**config.mk**
```make
export PLATFORM = sky130hd
export DESIGN_NAME = puf_race_launcher
export DESIGN_NICKNAME = d
export VERILOG_FILES = /design/src/rtl/puf_race_launcher.sv
export SDC_FILE = /design/constraint.sdc
export NUM_CORES = 1
export LEC_CHECK = 0
export CORE_ASPECT_RATIO = 1.5
export CORE_UTILIZATION = 56
export DETAILED_ROUTE_END_ITERATION = 12
export PLACE_DENSITY = 0.86
export SYNTH_ARGS = -nofsm -noshare
export SYNTH_HDL_FRONTEND = slang
export SYNTH_SLANG_ARGS = --single-unit
```
**constraint.sdc**
```tcl
create_clock -name clk -period 4.05 [get_ports clk]
set_input_delay 1.215 -clock clk [delete_from_list [all_inputs] [get_ports clk]]
set_output_delay 1.215 -clock clk [all_outputs]
set_load 0.005 [all_outputs]
```
**src/rtl/puf_race_launcher.sv**
```systemverilog
// Arbiter-PUF stimulus sequencer. It launches majority-voted race trials per challenge and returns the response.
// Optional soft-information output (unstable-bit count) is enabled by defining PUF_SOFT_INFO_EN.
module puf_race_launcher #(
  parameter int DATA_WIDTH     = 32,
  parameter int CHAL_WIDTH     = 64,
  parameter int SETTLE_CYCLES  = 16,
  parameter int CAPTURE_CYCLES = 8,
  parameter int VOTE_COUNT     = 5
) (
  input  logic                  clk,
  input  logic                  rst_n,
  input  logic                  chal_valid,
  output logic                  chal_ready,
  input  logic [CHAL_WIDTH-1:0] chal_data,
  output logic [CHAL_WIDTH-1:0] pdl_chal,
  output logic                  launch,
  input  logic                  arb_q,
  output logic                  resp_valid,
  input  logic                  resp_ready,
  output logic [DATA_WIDTH-1:0] resp_data,
`ifdef PUF_SOFT_INFO_EN
  output logic [$clog2(DATA_WIDTH+1)-1:0] resp_unstable,
`endif
  output logic                  busy
);

  // state  | meaning
  // IDLE   | waiting for a challenge, chal_ready high
  // SETTLE | launch low, delay paths reset, PDL select settling
  // FIRE   | launch high, race in flight, sample on the last cycle
  // DONE   | response held until the consumer takes it
  typedef enum logic [1:0] {IDLE, SETTLE, FIRE, DONE} state_t;

  localparam int BW = (DATA_WIDTH > 1) ? $clog2(DATA_WIDTH) : 1;
  localparam logic [BW-1:0] LAST_BIT  = BW'(DATA_WIDTH - 1);
  localparam logic [7:0]    SET_FIRST = 8'(SETTLE_CYCLES);
  localparam logic [7:0]    SET_LD    = 8'(SETTLE_CYCLES - 1);
  localparam logic [7:0]    CAP_LD    = 8'(CAPTURE_CYCLES - 1);
  localparam logic [3:0]    VOTES     = 4'(VOTE_COUNT);
  localparam logic [3:0]    HALF      = 4'(VOTE_COUNT / 2);

  state_t                  state_q;
  logic [1:0]              sync_q;
  logic [7:0]              cnt_q;
  logic [3:0]              trial_q, ones_q;
  logic [BW-1:0]           bit_idx_q;
  logic [CHAL_WIDTH-1:0]   chal_q, pdl_q;
  logic [DATA_WIDTH-1:0]   resp_q;
  logic                    launch_q, resp_valid_q, chal_ready_q, busy_q;
  logic [3:0]              ones_d, trial_d;
  logic                    vote_bit, unanimous;
`ifdef PUF_SOFT_INFO_EN
  logic [$clog2(DATA_WIDTH+1)-1:0] unstable_q;
  assign resp_unstable = unstable_q;
`endif

  function automatic logic [CHAL_WIDTH-1:0] rotl(input logic [CHAL_WIDTH-1:0] c,
                                                 input int unsigned amt);
    logic [2*CHAL_WIDTH-1:0] dbl;
    dbl = {c, c} << amt;
    return dbl[2*CHAL_WIDTH-1:CHAL_WIDTH];
  endfunction

  always_comb begin
    ones_d    = ones_q + {3'b000, sync_q[1]};
    trial_d   = trial_q + 4'd1;
    vote_bit  = (ones_d > HALF);
    unanimous = (ones_d == 4'd0) || (ones_d == VOTES);
  end

  always_ff @(posedge clk or negedge rst_n) begin
    if (!rst_n) begin
      sync_q <= '0;
    end else begin
      sync_q <= {sync_q[0], arb_q};
    end
  end

  always_ff @(posedge clk or negedge rst_n) begin
    if (!rst_n) begin
      state_q      <= IDLE;
      cnt_q        <= '0;
      trial_q      <= '0;
      ones_q       <= '0;
      bit_idx_q    <= '0;
      chal_q       <= '0;
      pdl_q        <= '0;
      resp_q       <= '0;
      launch_q     <= 1'b0;
      resp_valid_q <= 1'b0;
      chal_ready_q <= 1'b1;
      busy_q       <= 1'b0;
`ifdef PUF_SOFT_INFO_EN
      unstable_q   <= '0;
`endif
    end else begin
      case (state_q)
        IDLE: if (chal_valid && chal_ready_q) begin
          chal_q       <= chal_data;
          pdl_q        <= chal_data;
          bit_idx_q    <= '0;
          trial_q      <= '0;
          ones_q       <= '0;
          resp_q       <= '0;
          // first settle carries one extra cycle for the freshly latched select lines
          cnt_q        <= SET_FIRST;
          chal_ready_q <= 1'b0;
          busy_q       <= 1'b1;
          state_q      <= SETTLE;
`ifdef PUF_SOFT_INFO_EN
          unstable_q   <= '0;
`endif
        end
        SETTLE: if (cnt_q == 8'd0) begin
          cnt_q    <= CAP_LD;
          launch_q <= 1'b1;
          state_q  <= FIRE;
        end else begin
          cnt_q <= cnt_q - 8'd1;
        end
        FIRE: if (cnt_q != 8'd0) begin
          cnt_q <= cnt_q - 8'd1;
        end else begin
          launch_q <= 1'b0;
          if (trial_d < VOTES) begin
            ones_q  <= ones_d;
            trial_q <= trial_d;
            cnt_q   <= SET_LD;
            state_q <= SETTLE;
          end else begin
            ones_q            <= '0;
            trial_q           <= '0;
            resp_q[bit_idx_q] <= vote_bit;
`ifdef PUF_SOFT_INFO_EN
            if (!unanimous) unstable_q <= unstable_q + 1'b1;
`endif
            if (bit_idx_q < LAST_BIT) begin
              bit_idx_q <= bit_idx_q + 1'b1;
              pdl_q     <= rotl(chal_q, (int'(bit_idx_q) + 1) % CHAL_WIDTH);
              cnt_q     <= SET_LD;
              state_q   <= SETTLE;
            end else begin
              resp_valid_q <= 1'b1;
              state_q      <= DONE;
            end
          end
        end
        DONE: if (resp_ready) begin
          resp_valid_q <= 1'b0;
          chal_ready_q <= 1'b1;
          busy_q       <= 1'b0;
          state_q      <= IDLE;
        end
        default: state_q <= IDLE;
      endcase
    end
  end

  assign chal_ready = chal_ready_q;
  assign pdl_chal   = pdl_q;
  assign launch     = launch_q;
  assign resp_valid = resp_valid_q;
  assign resp_data  = resp_q;
  assign busy       = busy_q;

`ifndef PUF_SOFT_INFO_EN
  logic unused_ok;
  assign unused_ok = unanimous;
`endif

endmodule

```
# Word level (Yosys, flattened, before mapping)
# Index checks and enable logic that the tools add are counted.
dict set report word_totals {
  ramBits 0
  inputBits 69
  word_cells 106
  mem_bits_ro 0
  mem_count 0
  out_inout_bits 100
  ff_bits 189
  latchBits 0
}
dict set report op_classes {
  div 0
  n_mux 50
  addsub 5
  bitwise_logic 1
  multipliers 0
  order_cmp 5
  n_reduce_logical 20
  eq_ne 11
  n_shift 1
}
# op n
set op_table {}
lappend op_table {{64-bit 2-to-1 mux} 4}
lappend op_table {{64-bit case mux with 2 select lines} 1}
lappend op_table {{128-bit by 32-bit left shift with 128-bit output} 1}
lappend op_table {{32-bit 2-to-1 mux} 3}
lappend op_table {{32-bit case mux with 2 select lines} 1}
lappend op_table {{8-bit 2-to-1 mux} 5}
lappend op_table {{32-bit bitwise mux} 1}
lappend op_table {{8-bit case mux with 3 select lines} 1}
lappend op_table {{4-bit 2-to-1 mux} 5}
lappend op_table {{5-bit 2-to-1 mux} 4}
lappend op_table {{4-bit case mux with 2 select lines} 2}
lappend op_table {{2-bit inequality test (second input constant)} 7}
lappend op_table {{2-bit 2-to-1 mux} 6}
lappend op_table {{3-bit AND reduction} 4}
lappend op_table {{1-bit 2-to-1 mux} 10}
lappend op_table {{5-bit case mux with 2 select lines} 1}
lappend op_table {{5-bit AND reduction} 2}
lappend op_table {{8-bit logical NOT} 1}
lappend op_table {{1-bit case mux with 2 select lines} 4}
lappend op_table {{2-bit case mux with 4 select lines} 1}
lappend op_table {{4-bit AND reduction} 2}
lappend op_table {{2-bit nonzero test} 4}
lappend op_table {{8-bit nonzero test} 1}
lappend op_table {{8-bit by 1-bit subtractor with 8-bit output (second input constant)} 1}
lappend op_table {{other kinds (19)} 21}

# Logic depth before layout (Yosys ltp)
# Gate-level depths: netlist (run 1).
dict set report depth {
  word_depth 8
  mapped_depth 13
  mapped_depth_nobuf 8
}

# Worst setup path after synthesis (run 1)
# OpenSTA, ideal clock, no wires.
dict set report synth_timing {
  kind {reg-to-reg}
  from {register bit_idx_q[0]}
  to {register pdl_q[53] (netlist: pdl_chal[53])}
  stages_incl_launch_ff 14
  arrival_ns 2.925
  required_ns 3.926
  synth_period_minus_slack_ns 3.049
  path_slack_ns 1.001
  n_path_buf 6
  setup_time_ns 0.124
  cell_sequence {dfrtp_1 > buf_4 > buf_4 > buf_4 > inv_1 > ha_1 > buf_2 > inv_1 > buf_2 > buf_2 > mux2i_1 > a22oi_1 > a32oi_1 > a21oi_1}
}
dict set report synth_via {
  elab_chain_len 8
  elab_cells_between_ends 11
  cone_classes {1 x add/sub; 1 x order compare; 1 x eq/ne; 1 x shift; 4 x mux; 1 x bitwise; 2 x reduce/logical}
}
# element line_no
set synth_lines {}
lappend synth_lines {{from (decl)} 46} ;# logic [BW-1:0] bit_idx_q;
lappend synth_lines {{from (signal assigned)} 138} ;# bit_idx_q <= bit_idx_q + 1'b1;
lappend synth_lines {{5-bit by 1-bit adder with 6-bit output} 139} ;# pdl_q <= rotl(chal_q, (int'(bit_idx_q) + 1) % CHAL_WIDTH);
lappend synth_lines {{6-bit OR reduction (no line)} -}
lappend synth_lines {{1-bit bitwise AND (no line)} -}
lappend synth_lines {{128-bit by 32-bit left shift with 128-bit output} 60} ;# dbl = {c, c} << amt;
lappend synth_lines {{64-bit 2-to-1 mux} 137} ;# if (bit_idx_q < LAST_BIT) begin
lappend synth_lines {{64-bit 2-to-1 mux} 125} ;# if (trial_d < VOTES) begin
lappend synth_lines {{64-bit 2-to-1 mux} 121} ;# FIRE: if (cnt_q != 8'd0) begin
lappend synth_lines {{64-bit case mux with 2 select lines} 97} ;# case (state_q)
lappend synth_lines {{to (signal assigned)} 100} ;# pdl_q <= chal_data;
lappend synth_lines {{to (signal assigned)} 139}
lappend synth_lines {{to (decl)} 47} ;# logic [CHAL_WIDTH-1:0] chal_q, pdl_q;
# Several ways; a longest one is shown, not always the timed one. The select of a mux whose other input is x is not followed.
# A chain may end at the register's enable or synchronous reset.

# Worst setup path in the final report (run 1)
dict set report layout_timing {
  from {register bit_idx_q[0]}
  to {register pdl_q[48] (netlist: pdl_chal[48])}
}
# The elaborated chain is that of the path after synthesis.

==> reports/qor.yml, run 1 <==
synthFlopType: "dfrtp_1"
wire_per_inst_um: 23.7
critPathSlowestCell: "mux2i_1"
cp_cell_sequence: "ha_1, xor2_4, buf_12, mux2i_1, mux2i_1, o22ai_1, o21ai_0, a21oi_1"
drc_errors: 0
crit_fanout: 63
dpl.cell_count: 1558
arrival_ps: 3810
dieArea_um2: 22100
layout.nets: 1391
start_util_pct: 57.2
syn_nets: 1280
clk_latency_ps: 450
final_area_um2: 14500
cts_root_buffer: "clkbuf_16"
n_fill_cell: 1592
synth-edff-count: 0
grt_max_degree: 67
hold_class: "reg -> reg"
antenna_found_initial: 0
die_w_um: 122
num_rows: 65
fin_crit_sh_pct: 86.6
tightest_slew_ps: 1300
first_iter_violations: 733
start_kind: "flip-flop"
cts_buffer_depth: 2
ys_seq_area_share_pct: 39.3
via_per_inst: 6.58
rsz0062_at_grt: "false"
io_pins: 169
slew_viol_final: 0
grt_pass1_wl_um: 59000
gp_congestion: 0.968
clock_sinks: 189
final-hold-violation-count: 0
whs_ps: 350
worstPathRequired_ps: 4360
placed_cell_area_um2: 13800
critPathBufInv: 1
grt.total_usage_pct: 35.1
totalPowerFinal_mw: 3.90
synthCells: 1198
vias: 10456
slew_headroom_pct: 13.4
diodes: 0
status: "completed"
max_stage_delay_ps: 660
path_delay_family: "compound AO/OA/AOI/OAI gates"
worst_path_most_repeated_cell: "mux2i_1"
yosysWarnings: 0
cts_tree: "yes"
grt_pass1_vias: 10725
place_ws_ps: 594
numPortBuffers: 168
cts-buffers-inserted: 17
pwr-share-seq_pct: 48.4
yosysUniqueCellTypes: 65
intPower_mw: 3.07
clkPwrFrac_pct: 48.3
fin_tns_setup_ps: 0
endpoint_kind: "flip-flop"
syn_area_um2: 12000
max_freq_mhz: 285
p_sw_share_pct: 21.4
finalNonFillerCells: 1590
path_clk_slew_ps: 70
min_period_ps: 3510
core_um2: 21100
fin_ws_ps: 542
setup_violations: 0
fin_util_pct: 68.8
synth.avg_cell_area_um2: 10.1
worstSetupPathType: "reg -> reg"
vdd_ir_drop_max_mv: 0.256
hold_buffers: 0
gr-total-overflow: 0
wl_um: 37700
cts-htree-levels: 4
pwr-share-comb_pct: 3.3
antenna_left: 0
finClkSkew_ps: 10.3
area_delta_synth_final_pct: 20.4
switching_power_mw: 0.835
async_reset_ff_share_pct: 100
cts_setup_buffers: 0
ys_ff_latch: 189
maxCapViolations: 0
power_density_nw_per_um2: 269
firstDrtPassIters: 6
drive_gt1_share_pct: 12.1
hpwl_um: 26800
die_y_um: 182
total_leakage_power_nw: 6.86
cts_resized: 0
## worst reg2reg max path, stage by stage, from the launching register on
cell and delay (ps):
dfrtp_4 630, ha_1 430, xor2_4 190, buf_12 380, mux2i_1 210, mux2i_1 660, o22ai_1 180, o21ai_0 510
a21oi_1 150
## synth_stat cells, drive strengths merged (7+ instances only)
cell type	count	area, µm²
mux2i	245	2450
dfrtp	188	4700
a21oi	127	636
nand2	94	353
nor2	90	338
o21ai	77	389
mux2	69	777
buf	54	332
a221oi	49	429
clkbuf	45	169
a22oi	14	105
ha	13	163
mux4	12	270
inv	11	41.3
nor2b	9	56.3
nor3	9	61.3
o31ai	7	67.6
## path summary, 6_finish.rpt
path | startpoint | endpoint | slack (ps) | cells past startpoint
min reg2reg | sync_q[0] | sync_q[1] | 350 | 0
min | sync_q[0] | sync_q[1] | 350 | 0
max | bit_idx_q[0] | pdl_chal[48] | 540 | 8
max in group asynchronous | rst_n | resp_data[26] | 2450 | 2
max reg2reg | bit_idx_q[0] | pdl_chal[48] | 540 | 8
min in group asynchronous | rst_n | chal_q[44] | 730 | 1
## metal layers
layer | global-route usage (%) | vias to the layer above | wire length, µm
met5 | 0 | - | 0
met4 | 24.0 | 0 | 2730
met3 | 6.34 | 154 | 2000
met2 | 59.9 | 470 | 19300
met1 | 39.0 | 5191 | 13600
li1 | - | 4641 | -
## cell usage in the layout, fill, tap and decap left out, types with 7 or more instances in the layout
cell type / netlist / final
a21oi_1: 127 / 127
a221oi_1: 49 / 49
a22oi_1: 14 / 14
buf_4: 15 / 19
clkbuf_16: 0 / 17
clkdlybuf4s50_1: 0 / 167
dfrtp_1: 188 / 187
ha_1: 13 / 12
inv_1: 11 / 10
mux2_2: 69 / 69
mux2i_1: 245 / 245
mux4_2: 12 / 12
nand2_1: 94 / 94
nor2_1: 90 / 87
nor2b_1: 9 / 9
nor3_1: 7 / 7
o21ai_0: 69 / 69
## layout make-up
type | instances | area, µm² | area share (%)
multi-input combinational | 899 | 6830 | 47.1
sequential | 189 | 4730 | 32.7
timing repair buffer | 191 | 1910 | 13.1
clock buffer | 19 | 443 | 3.05
tap | 268 | 335 | 2.31
clock inverter | 13 | 210 | 1.45
inverter | 11 | 41.3 | 0.285
## flip-flops by register name, indices dropped and copies added, names as in the netlist
name,count
launch,1
trial_q,4
pdl_chal,64
state_q,2
busy,1
ones_q,4
resp_valid,1
chal_ready,1
cnt_q,8
sync_q,2
bit_idx_q,5
resp_data,32
chal_q,64
## cells by family (layout without fill, tap and decap cells)
| group | Yosys count | count (layout) | share of synthesized area (%) |
|---|---|---|---|
| flops | 189 | 189 | 39.3 |
| xor+xnor | 9 | 9 | 0.841 |
| compound gates | 320 | 320 | 16.7 |
| buf+inv | 110 | 234 | 4.50 |
| mux | 326 | 326 | 29.1 |
| fa+ha+maj | 13 | 13 | 1.35 |
| simple gates | 231 | 231 | 8.33 |
## power groups by stage
stage / registers (mW) / clock network [mW] / logic, mW
finish: 1.89 / 1.89 / 0.130
detailed placement: 1.92 / 0 / 0.130
CTS: 1.89 / 1.90 / 0.131
global route: 1.89 / 1.96 / 0.139
floorplan: 1.92 / 0 / 0.00454
global placement: 1.92 / 0 / 0.129
Note: power is estimated with default switching activity, not from simulation.
==> run 2: changes to the inputs <==
Settings changed: CORE_MARGIN set to 5.
==> reports/qor.yml, run 2 (synthesis results as in run 1) <==
status: "completed"
finClkSkew_ps: 9.72
max_freq_mhz: 294
endpoint_kind: "flip-flop"
r2r_slack_ps: 650
hold_buffers: 0
reg2reg_from: "bit_idx_q[1]"
slew_headroom_pct: 20.9
final_common_cell: "mux2i_1"
wl_um: 37800
drive_gt1_share_pct: 12.6
r2r_end: "pdl_chal[4]"
max_stage_delay_ps: 610
drc_errors: 0
via_per_inst: 6.49
rr_worst_depth: 8
placed_cell_area_um2: 13900
first_iter_violations: 859
cts-buffers-inserted: 17
final_cell_mix: "245 x mux2i_1, 187 x dfrtp_1, 167 x clkdlybuf4s50_1"
fin_tns_setup_ps: 0
area_delta_synth_final_pct: 20.2
n_fill_cell: 1609
slew_viol_final: 0
cts_root_buffer: "clkbuf_16"
whs_ps: 358
clk_latency_ps: 450
worst_path_most_repeated_cell: "mux2i_1"
path_clk_slew_ps: 80
dieArea_um2: 24600
start_util_pct: 57.0
setup_violations: 0
antenna_left: 0
hold_class: "reg -> reg"
arrival_ps: 3780
grt_max_degree: 71
num_rows: 65
worstSetupPathType: "reg -> reg"
cp_cell_sequence: "ha_1, xor2_4, buf_4, mux2i_1, mux2i_1, a221oi_1, o21ai_0, a21oi_1"
worstPathRequired_ps: 4430
diodes: 0
rsz0062_at_grt: "false"
gp_congestion: 0.980
tightest_slew_ps: 1190
cts_buffer_depth: 2
vdd_ir_drop_max_mv: 0.281
crit_fanout: 12
antenna_found_initial: 0
total_leakage_power_nw: 6.85
wire_per_inst_um: 23.6
clock_sinks: 189
die_w_um: 130
layout.nets: 1398
numPortBuffers: 168
hp-start: "sync_q[0]"
die_y_um: 190
final-hold-violation-count: 0
vias: 10372
grt_pass1_wl_um: 59300
hpwl_um: 27400
grt_pass1_vias: 10896
cts-htree-levels: 4
core_um2: 21100
gr-total-overflow: 0
critPathSlowestCell: "a221oi_1"
cts_tree: "yes"
finalNonFillerCells: 1597
hold_depth: 0
start_kind: "flip-flop"
cts_resized: 0
cts_setup_buffers: 0
io_pins: 169
hold_end: "sync_q[1]"
dpl.cell_count: 1565
min_period_ps: 3400
startpoint: "bit_idx_q[1]"
grt.total_usage_pct: 30.8
maxCapViolations: 0
final_area_um2: 14500
power_density_nw_per_um2: 255
fin_crit_sh_pct: 83.9
firstDrtPassIters: 6
-- run 2: cell types whose count changed in the layout (fill, tap and decap cells not counted), moves of 2 or more --
cell / change
buf_4: +7
bufinv_16: -4
clkinvlp_4: +2
inv_6: +2
-- run 2: area by class of cell --
| cell class | count | area [µm²] | share of cell area, % |
|---|---|---|---|
| inverters | 11 | 41.3 | 0.285 |
| flip-flops and latches | 189 | 4730 | 32.7 |
| clock inverters | 15 | 154 | 1.06 |
| multi-input cells | 899 | 6830 | 47.2 |
| clock buffers | 17 | 425 | 2.94 |
| well taps | 268 | 335 | 2.32 |
| repair buffers | 198 | 1960 | 13.5 |
-- run 2: worst max-delay path, delay by kind of cell, from the launching register on --
family | cells | cell delay [ps]
fa+ha+maj | 1 | 420
flops | 1 | 460
mux | 2 | 530
xor+xnor | 1 | 560
buf+inv | 1 | 310
compound gates | 3 | 1040
-- run 2: where the power goes --
part	total, mW	internal (mW)	leakage (nW)	switching, mW
Sequential	1.89	1.89	2.59	0.000284
Combinational	0.130	0.0649	3.99	0.0648
Clock	1.68	0.867	0.272	0.816
Total	3.70	2.82	6.85	0.881
-- run 2: worst max path at each step --
stage               cells past startpoint            to  slack [ps]
floorplan                              13  pdl_chal[53]        1000
global placement                        8   pdl_chal[6]         750
detailed placement                      8  pdl_chal[19]         660
CTS                                     9  pdl_chal[19]         710
global route                            8   pdl_chal[4]         510
finish                                  8   pdl_chal[4]         650
-- run 2: layer usage --
layer,global-route usage [%],vias to the layer above,wire [µm]
met2,53.8,433,19600
met5,0,-,0
met1,35.0,5131,13700
li1,-,4668,-
met4,16.7,0,2260
met3,5.96,140,2230
-- run 2: per-stage QoR --
stage	setup slack, ps	util, %	total power [mW]
after global placement	751	65.7	2.05
final	650	68.5	3.70
after CTS	713	68.5	3.70
after floorplan	1000	-	1.93
after detailed placement	658	65.7	2.05
after global routing	511	68.5	3.79
==> run 3: changes to the inputs <==
Settings changed: CORE_UTILIZATION 56 to 51, PLACE_DENSITY 0.86 to 0.82.
Clock period 4.05 ns to 3 ns, I/O delays scaled along.
==> reports/qor.yml, run 3 (synthesis results as in run 1) <==
clock_sinks: 189
fin_crit_sh_pct: 98.2
cts_root_buffer: "clkbuf_16"
wire_per_inst_um: 23.9
vdd_ir_drop_max_mv: 0.406
first_iter_violations: 1034
hold_end: "sync_q[1]"
rr_worst_depth: 8
tightest_slew_ps: 1200
final_cell_mix: "243 x mux2i_1, 187 x dfrtp_1, 167 x clkdlybuf4s50_1"
cts-buffers-inserted: 17
final-hold-violation-count: 0
area_delta_synth_final_pct: 24.5
grt_pass1_vias: 10880
wl_um: 40200
reg2reg_from: "bit_idx_q[0]"
total_leakage_power_nw: 7.07
drc_errors: 0
cts-htree-levels: 4
drive_gt1_share_pct: 14.9
via_per_inst: 6.29
vias: 10559
grt_pass1_wl_um: 61400
cts_setup_buffers: 0
dieArea_um2: 26900
hold_class: "reg -> reg"
hpwl_um: 29400
core_um2: 23500
die_w_um: 135
worstSetupPathType: "reg -> reg"
cts_tree: "yes"
dpl.cell_count: 1648
layout.nets: 1430
start_util_pct: 51.3
maxCapViolations: 0
numPortBuffers: 168
antenna_left: 0
worstPathRequired_ps: 3380
gp_congestion: 0.963
startpoint: "bit_idx_q[0]"
firstDrtPassIters: 8
totalPowerFinal_mw: 5.14
die_y_um: 198
grt_max_degree: 66
arrival_ps: 3330
slew_viol_final: 0
diodes: 0
antenna_found_initial: 0
r2r_slack_ps: 50
min_period_ps: 2950
multi_input_area_um2: 6840
io_pins: 169
hold_depth: 0
finalNonFillerCells: 1680
path_clk_slew_ps: 70
num_rows: 69
crit_fanout: 36
hp-start: "sync_q[0]"
status: "completed"
endpoint_kind: "flip-flop"
r2r_end: "pdl_chal[59]"
slew_headroom_pct: 19.9
setup_violations: 0
gr-total-overflow: 0
grt.total_usage_pct: 29.6
start_kind: "flip-flop"
rsz0062_at_grt: "false"
cts_buffer_depth: 2
final_common_cell: "mux2i_1"
finClkSkew_ps: 16.1
max_freq_mhz: 339
n_fill_cell: 1989
clk_latency_ps: 460
ff_latch_area_um2: 4730
hold_buffers: 0
power_density_nw_per_um2: 343
run 3: cell count changes in the layout (fill, tap and decap cells not counted), sizes merged:
cell,previous run,this run
inv,17,13
bufinv,1,3
clkinv,4,3
buf,30,62
clkbuf,18,21
run 3: final cells by class:
type / count / area share (%)
Multi-Input combinational cell: 899 / 45.6
Sequential cell: 189 / 31.6
Timing Repair Buffer: 230 / 15.7
Clock buffer: 20 / 3.05
Tap cell: 319 / 2.66
Clock inverter: 12 / 1.07
Inverter: 11 / 0.300
run 3: what timing repair did:
action / in CTS / in global routing
setup endpoints to repair: 1 / 3
pin swaps: 0 / 0
gates resized for setup: 1 / 4
run 3: per-stage QoR:
step                      utilization [%]  setup slack (ps)  TNS (ps)  cell area (µm²)  hold slack, ps
after global routing                 63.8              4.20         0            15000             365
after CTS                            63.8               118         0            15000             358
after floorplan                         -              19.1         0            12000             331
after detailed placement             61.1              6.60         0            14400             342
final                                63.8              53.0         0            15000             355
after global placement               61.1             -3.50     -3.50            14400             332
run 3: worst max path at each step:
stage | endpoint | cells past startpoint
2_1_floorplan | pdl_chal[50] | 12
3_3_place_gp | pdl_chal[25] | 8
3_5_place_dp | pdl_chal[25] | 8
4_1_cts | pdl_chal[8] | 9
5_1_grt | pdl_chal[52] | 8
6_report | pdl_chal[59] | 8
run 3: power breakdown:
group	switching, mW	internal, mW	total, mW
clock	1.05	1.37	2.41
combinational	0.0922	0.0910	0.183
sequential	0.000375	2.55	2.55
total	1.14	4.00	5.14
run 3: critical path, stage by stage, from the launching register on:
cell and delay [ps]:
dfrtp_4 510, ha_1 290, xor2_4 280, buf_12 290, mux2i_1 300, mux2i_1 260, a221oi_1 510, o21ai_0 230
a21oi_1 170
run 3: layer usage:
layer / share of wire, % / global-route usage (%) / wire, µm
met3: 5.6 / 4.70 / 2250
met1: 36 / 32.7 / 14300
met2: 52 / 52.1 / 20700
met4: 7.3 / 19.8 / 2940
met5: 0 / 0 / 0
